[src/rtl/trap_ctrl_pkg.sv]
// Purpose: shared types for the trap controller (exception causes, FSM states, CSR map).
// Latency: n/a (types and constants only).
// Backpressure: n/a.
// Optional feature macro used by this slice: TRAP_MTVAL_EN (mtval CSR present).
package trap_ctrl_pkg;

  typedef logic [31:0] gpreg;

  // Machine-mode exception cause codes; the encoding is the mcause value.
  typedef enum logic [3:0] {
    EX_INSTR_MISALIGN = 4'd0,
    EX_INSTR_FAULT    = 4'd1,
    EX_ILLEGAL_INSTR  = 4'd2,
    EX_BREAKPOINT     = 4'd3,
    EX_LOAD_MISALIGN  = 4'd4,
    EX_LOAD_FAULT     = 4'd5,
    EX_STORE_MISALIGN = 4'd6,
    EX_STORE_FAULT    = 4'd7,
    EX_ECALL_U        = 4'd8,
    EX_ECALL_M        = 4'd11
  } ex_type;

  typedef enum logic [1:0] {
    ST_IDLE     = 2'd0,
    ST_FLUSH    = 2'd1,
    ST_REDIRECT = 2'd2
  } trap_state_e;

  localparam logic [11:0] CSR_MSTATUS = 12'h300;
  localparam logic [11:0] CSR_MTVEC   = 12'h305;
  localparam logic [11:0] CSR_MEPC    = 12'h341;
  localparam logic [11:0] CSR_MCAUSE  = 12'h342;
  localparam logic [11:0] CSR_MTVAL   = 12'h343;

  localparam int MSTATUS_MIE  = 3;
  localparam int MSTATUS_MPIE = 7;

  // Word-align an address (clear bits [1:0]).
  function automatic gpreg align4(gpreg v);
    return v & 32'hFFFF_FFFC;
  endfunction

endpackage

[src/rtl/trap_csr_file.sv]
// Purpose: machine trap CSRs (mstatus MIE/MPIE, mtvec, mepc, mcause, mtval) with combinational read mux.
// Latency: writes and trap/MRET updates visible the cycle after the strobe; reads are combinational.
// Backpressure: none; the owner gates i_wr_en/i_trap/i_mret, trap and MRET take priority over writes.
// Ports: clk/rst; i_wr_en,i_addr,i_wdata -> o_rdata (CSR port); i_trap,i_trap_pc,i_trap_cause,
//        i_trap_tval (trap entry); i_mret (return); o_mtvec,o_mepc (redirect sources).
// Config: TRAP_MTVAL_EN adds the mtval register; without it 0x343 reads 0 and writes are dropped.
module trap_csr_file
  import trap_ctrl_pkg::*;
#(
  parameter gpreg RESET_MTVEC = 32'h8000_0000
) (
  input  logic        clk,
  input  logic        rst,
  input  logic        i_wr_en,
  input  logic [11:0] i_addr,
  input  gpreg        i_wdata,
  output gpreg        o_rdata,
  input  logic        i_trap,
  input  logic        i_mret,
  input  gpreg        i_trap_pc,
  input  ex_type      i_trap_cause,
  input  gpreg        i_trap_tval,
  output gpreg        o_mtvec,
  output gpreg        o_mepc
);

  gpreg r_mtvec;
  gpreg r_mepc;
  gpreg r_mcause;
  logic r_mie;
  logic r_mpie;
  gpreg w_mtval;

  always_ff @(posedge clk) begin
    if (rst) begin
      r_mtvec  <= RESET_MTVEC;
      r_mepc   <= '0;
      r_mcause <= '0;
      r_mie    <= 1'b0;
      r_mpie   <= 1'b0;
    end else if (i_trap) begin
      r_mepc   <= align4(i_trap_pc);
      r_mcause <= {28'd0, i_trap_cause};
      r_mpie   <= r_mie;
      r_mie    <= 1'b0;
    end else if (i_mret) begin
      r_mie    <= r_mpie;
      r_mpie   <= 1'b1;
    end else if (i_wr_en) begin
      case (i_addr)
        CSR_MSTATUS: begin
          r_mie  <= i_wdata[MSTATUS_MIE];
          r_mpie <= i_wdata[MSTATUS_MPIE];
        end
        CSR_MTVEC:  r_mtvec  <= align4(i_wdata);
        CSR_MEPC:   r_mepc   <= align4(i_wdata);
        CSR_MCAUSE: r_mcause <= i_wdata;
        default: ;
      endcase
    end
  end

`ifdef TRAP_MTVAL_EN
  gpreg r_mtval;

  always_ff @(posedge clk) begin
    if (rst) begin
      r_mtval <= '0;
    end else if (i_trap) begin
      r_mtval <= i_trap_tval;
    end else if (i_wr_en && !i_mret && (i_addr == CSR_MTVAL)) begin
      r_mtval <= i_wdata;
    end
  end

  assign w_mtval = r_mtval;
`else
  // No storage: trap value is discarded.
  logic w_unused_tval;
  assign w_unused_tval = ^i_trap_tval;
  assign w_mtval       = '0;
`endif

  always_comb begin
    o_rdata = '0;
    case (i_addr)
      CSR_MSTATUS: begin
        o_rdata[MSTATUS_MIE]  = r_mie;
        o_rdata[MSTATUS_MPIE] = r_mpie;
      end
      CSR_MTVEC:  o_rdata = r_mtvec;
      CSR_MEPC:   o_rdata = r_mepc;
      CSR_MCAUSE: o_rdata = r_mcause;
      CSR_MTVAL:  o_rdata = w_mtval;
      default:    o_rdata = '0;
    endcase
  end

  assign o_mtvec = r_mtvec;
  assign o_mepc  = r_mepc;

endmodule

[src/rtl/trap_ctrl.sv]
// Purpose: trap/MRET sequencer: accept at commit, flush the pipe, update CSRs, one-cycle fetch redirect.
// Latency: accept -> FLUSH next cycle; redirect one cycle after drain_done; minimum 3 cycles per trap.
// Backpressure: commit_ready is low in FLUSH and REDIRECT; ordinary commits retire freely in IDLE.
// Ports: clk/rst; commit_* (retire + exception/MRET info); drain_done (pipe empty);
//        flush, redirect_valid/redirect_target (to front end); csr_we/addr/wdata/rdata (CSR port).
// Config: TRAP_MTVAL_EN enables the mtval CSR inside trap_csr_file.
module trap_ctrl
  import trap_ctrl_pkg::*;
#(
  parameter gpreg RESET_MTVEC = 32'h8000_0000
) (
  input  logic        clk,
  input  logic        rst,
  input  logic        commit_valid,
  output logic        commit_ready,
  input  logic [31:0] commit_pc,
  input  logic        commit_ex_valid,
  input  ex_type      commit_ex,
  input  gpreg        commit_ex_tval,
  input  logic        commit_ret_valid,
  input  logic        drain_done,
  output logic        flush,
  output logic        redirect_valid,
  output logic [31:0] redirect_target,
  input  logic        csr_we,
  input  logic [11:0] csr_addr,
  input  logic [31:0] csr_wdata,
  output logic [31:0] csr_rdata
);

  trap_state_e r_state;
  trap_state_e w_state_nxt;

  gpreg   r_pc;
  gpreg   r_tval;
  ex_type r_cause;
  logic   r_is_trap;   // 1: exception, 0: MRET

  logic w_accept;
  logic w_apply;
  logic w_trap;
  logic w_mret;
  logic w_csr_wr;
  gpreg w_mtvec;
  gpreg w_mepc;

  always_ff @(posedge clk) begin
    if (rst) begin
      r_state <= ST_IDLE;
    end else begin
      r_state <= w_state_nxt;
    end
  end

  always_ff @(posedge clk) begin
    if (rst) begin
      r_pc      <= '0;
      r_tval    <= '0;
      r_cause   <= EX_INSTR_MISALIGN;
      r_is_trap <= 1'b0;
    end else if (w_accept) begin
      r_pc      <= commit_pc;
      r_tval    <= commit_ex_tval;
      r_cause   <= commit_ex;
      // Exception beats MRET when both are flagged.
      r_is_trap <= commit_ex_valid;
    end
  end

  always_comb begin
    w_state_nxt    = r_state;
    commit_ready   = 1'b0;
    flush          = 1'b0;
    redirect_valid = 1'b0;
    w_accept       = 1'b0;
    w_apply        = 1'b0;
    unique case (r_state)
      ST_IDLE: begin
        commit_ready = 1'b1;
        if (commit_valid && (commit_ex_valid || commit_ret_valid)) begin
          w_accept    = 1'b1;
          w_state_nxt = ST_FLUSH;
        end
      end
      ST_FLUSH: begin
        flush = 1'b1;
        if (drain_done) begin
          w_apply     = 1'b1;
          w_state_nxt = ST_REDIRECT;
        end
      end
      ST_REDIRECT: begin
        redirect_valid = 1'b1;
        w_state_nxt    = ST_IDLE;
      end
      default: w_state_nxt = ST_IDLE;
    endcase
  end

  // CSR side effects land on the FLUSH->REDIRECT edge; rst in the same cycle
  // wins inside the CSR file, so an aborted sequence leaves only reset values.
  assign w_trap   = w_apply &  r_is_trap;
  assign w_mret   = w_apply & ~r_is_trap;
  assign w_csr_wr = csr_we & (r_state == ST_IDLE) & ~w_accept;

  // mtvec is aligned here too since RESET_MTVEC may carry low bits.
  assign redirect_target = redirect_valid ? (r_is_trap ? align4(w_mtvec) : w_mepc) : '0;

  trap_csr_file #(
    .RESET_MTVEC (RESET_MTVEC)
  ) u_csr (
    .clk          (clk),
    .rst          (rst),
    .i_wr_en      (w_csr_wr),
    .i_addr       (csr_addr),
    .i_wdata      (csr_wdata),
    .o_rdata      (csr_rdata),
    .i_trap       (w_trap),
    .i_mret       (w_mret),
    .i_trap_pc    (r_pc),
    .i_trap_cause (r_cause),
    .i_trap_tval  (r_tval),
    .o_mtvec      (w_mtvec),
    .o_mepc       (w_mepc)
  );

endmodule
[config.mk]
export PLATFORM = sky130hd
export DESIGN_NAME = trap_ctrl
export DESIGN_NICKNAME = d
export VERILOG_FILES = /design/src/rtl/trap_ctrl_pkg.sv /design/src/rtl/trap_csr_file.sv /design/src/rtl/trap_ctrl.sv
export SDC_FILE = /design/constraint.sdc
export NUM_CORES = 1
export LEC_CHECK = 0
export ABC_AREA = 1
export CORE_MARGIN = 4
export CORE_UTILIZATION = 51
export CTS_CLUSTER_DIAMETER = 30
export DETAILED_ROUTE_END_ITERATION = 8
export HOLD_SLACK_MARGIN = 0.12
export PLACE_DENSITY_LB_ADDON = 0.08
export SETUP_SLACK_MARGIN = 0.2
export SYNTH_ARGS = -nofsm -noshare
export SYNTH_HDL_FRONTEND = slang
export SYNTH_SLANG_ARGS = --single-unit
[constraint.sdc]
create_clock -name clk -period 2.43 [get_ports clk]
set_input_delay 0.3645 -clock clk [delete_from_list [all_inputs] [get_ports clk]]
set_output_delay 0.3645 -clock clk [all_outputs]
set_load 0.01 [all_outputs]
==> run_results.csv, run 1 <==
group,metric,value,unit
critical_path,critPathKind,"reg2out",
clock_tree,cts_buffers,17,
sta,setup_ws,0.1358,ns
pwr,power.internal,4.053,mW
final_layout,multi_input_area,3124,um2
synthesis,syn_area,6297,um2
critical_path,startpoint_type,"flop",
final_layout,final_cell_mix,"193 x nand2_1, 168 x nor2_1, 129 x dfxtp_1",
sta,finalClockSkew,0.008523,ns
placed_design,place_area,8110,um2
sta,rsz0062_at_grt,"yes",
final_layout,layout_commonest_cell,"nand2_1",
floorplanning,core_area,12060,um2
pwr,p_leak,3.856,nW
status,outcome,"complete, no violations",
critical_path,required,2.07,ns
floorplanning,ios,186,
floorplanning,dieArea,14190,um2
clock_tree,clkTransAtPathRegs,0.06,ns
grt,overflow,0,
clock_tree,cts_tree,"yes",
final_layout,register_area,2628,um2
placed_design,place_congestion,0.8642,
pwr,p_per_area,591.3,nW/um2
placed_design,place_hpwl,13250,um
clock_tree,ctsRootBufferMaster,"clkbuf_16",
grt,grt_pass1_vias,6440,
grt,grtUsageTotal,0.2905,
sta,fin_crit,2.294,ns
pwr,peakVddDrop,0.4751,mV
grt,antenna_found_initial,0,
synthesis,synth-seq-cells,131,
synthesis,yosysWarningCount,0,
critical_path,cp-end-kind,"output port",
clock_tree,cts_buffer_depth,2,
placed_design,port_buffers,149,
clock_tree,clkLatencyLatePin,0.42,ns
grt,grt_start_max_net_pins,39,
worst_hold_path,hp-start,"r_pc[7]",
synthesis,ys_types,22,
critical_path,worst_r2r_startpoint,"r_is_trap",
synthesis,synthCells,961,
detailed_routing,wl_per_cell,16.05,um
final_layout,diodes,0,
final_layout,areaGrowthSynthToFinish,41.23,%
clock_tree,htree_levels,4,
final_layout,n_fill_cell,1018,
detailed_routing,drt-total-wl,21010,um
detailed_routing,vias_per_cell,5.325,
sta,hold_violations,0,
sta,setup_viol,0,
critical_path,worstPathArrival,1.93,ns
critical_path,cp_max_fo,30,
detailed_routing,drtPass1Iterations,5,
synthesis,yosysSeqAreaShare,0.4165,
detailed_routing,ant_nets,0,
final_layout,nets,1250,
grt,grt_pass1_wl,32600,um
pwr,swShare,0.2293,
floorplanning,chipWidth,119.1,um
detailed_routing,drt_iter0_markers,760,
placed_design,dp_slack,-0.2859,ns
floorplanning,die_y,119.1,um
critical_path,startpoint,"r_is_trap",
worst_hold_path,hold_class,"reg2reg",
final_layout,layout-drive-gt1-share,0.1560,
sta,fmax,435.9,MHz
flow_run,cap_viol_max_count,0,
sta,slew_violations,0,
pwr,power_frac_comb,0.096,
pwr,clkPwrFrac,0.481,
clock_tree,ctsHoldBuffers,0,
floorplanning,floorplan.rows,40,
synthesis,syn_area_per_cell,6.553,um2
detailed_routing,vias,6970,
pwr,p_sw,1.206,mW
detailed_routing,drc_errors,0,
pwr,pwr-share-seq,0.423,
floorplanning,initial_core_util,0.5221,
final_layout,finalInstanceArea,8894,um2
clock_tree,cts_sinks,131,
sta,fin_crit_sh,0.9441,
-- area by class of cell --
| cell class | instances | share of cell area |
|---|---|---|
| Sequential cell | 131 | 0.2954 |
| Clock inverter | 5 | 0.008441 |
| Timing Repair Buffer | 217 | 0.2272 |
| Multi-Input combinational cell | 678 | 0.3513 |
| Clock buffer | 24 | 0.05642 |
| Inverter | 86 | 0.03756 |
| Tap cell | 168 | 0.02364 |
-- worst paths after layout --
kind	endpoint	slack, ns	depth (start not counted)
min	r_pc[7]	0.44	2
max	redirect_target[19]	0.14	5
max reg2reg	u_csr.r_mcause[0]	0.48	7
min reg2reg	r_pc[7]	0.44	2
-- layer usage --
layer | wire length, um | vias to the layer above | global-route usage | part of all wire
li1 | - | 3417 | - | -
met1 | 9022 | 3139 | 0.3828 | 0.43
met2 | 9552 | 364 | 0.4567 | 0.45
met3 | 1929 | 50 | 0.07550 | 0.092
met4 | 508 | 0 | 0.1108 | 0.024
met5 | 0 | - | 0 | 0
-- timing repair --
action / in CTS / in global routing
cloned: 3 / 1
gates resized for setup: 150 / 66
setup endpoints to repair: 62 / 52
pin swaps: 10 / 9
buffers inserted: 10 / 5
-- stage by stage --
stage	total power, mW	utilization	hold slack, ns	instances	TNS, ns
floorplan	2.494	-	0.4245	962	0
global placement	2.749	0.6724	0.4328	1261	-6.758
detailed placement	2.756	0.6724	0.4388	1261	-7.621
CTS	5.256	0.7346	0.4466	1303	0
global route	5.417	0.7373	0.4589	1309	0
finish	5.259	0.7373	0.4424	1309	0
-- cells in the mapped netlist, drive strengths merged --
library cell  number  area, um2
o21ai            116      580.6
inv               86      322.8
a21oi             83      415.4
o211ai            19      142.6
clkbuf            34      127.6
and2               1      6.260
buf               33      192.7
nand4              4      25.02
nand3             45      225.2
nor2             179      689.4
conb               1      3.750
dfxtp            131       2623
nor3              29      185.2
nand2            200      758.2
-- worst max-delay path: stages, from the launching register on --
cell,delay [ns]
dfxtp_1,0.31
inv_1,0.07
buf_4,0.31
o21ai_0,0.14
a21oi_1,0.12
clkdlybuf4s50_1,0.54
-- kinds of logic after synthesis --
group           Yosys count  synth area share
compound gates          218            0.1808
flops                   131            0.4165
buf+inv                 153            0.1021
other cells               1         0.0005955
simple gates            458            0.3000
-- power groups by stage --
stage	registers, mW	clock network (mW)	logic (mW)
final	2.23	2.53	0.503
after global routing	2.23	2.64	0.548
after CTS	2.23	2.54	0.494
after detailed placement	2.27	0	0.485
after global placement	2.27	0	0.481
after floorplan	2.27	0	0.226
-- sequential cells by signal, summed over array words and instances, names as in the netlist --
register / flops
r_cause: 4
u_csr.r_mcause: 32
u_csr.o_mepc: 30
u_csr.o_mtvec: 30
r_pc: 30
r_state: 2
u_csr.r_mpie: 1
r_is_trap: 1
u_csr.r_mie: 1
No activity file was read; power rests on OpenSTA's default activity.
==> run 2, diff against run 1 <==
--- a/config.mk
+++ b/config.mk
@@ -6,6 +6,7 @@
 export NUM_CORES = 1
 export LEC_CHECK = 0
 export ABC_AREA = 1
+export CAP_MARGIN = 15
 export CORE_MARGIN = 4
 export CORE_UTILIZATION = 51
 export CTS_CLUSTER_DIAMETER = 30
==> results of run 2 <==
The final DEF is identical to that of run 1; final timing and power are the same.
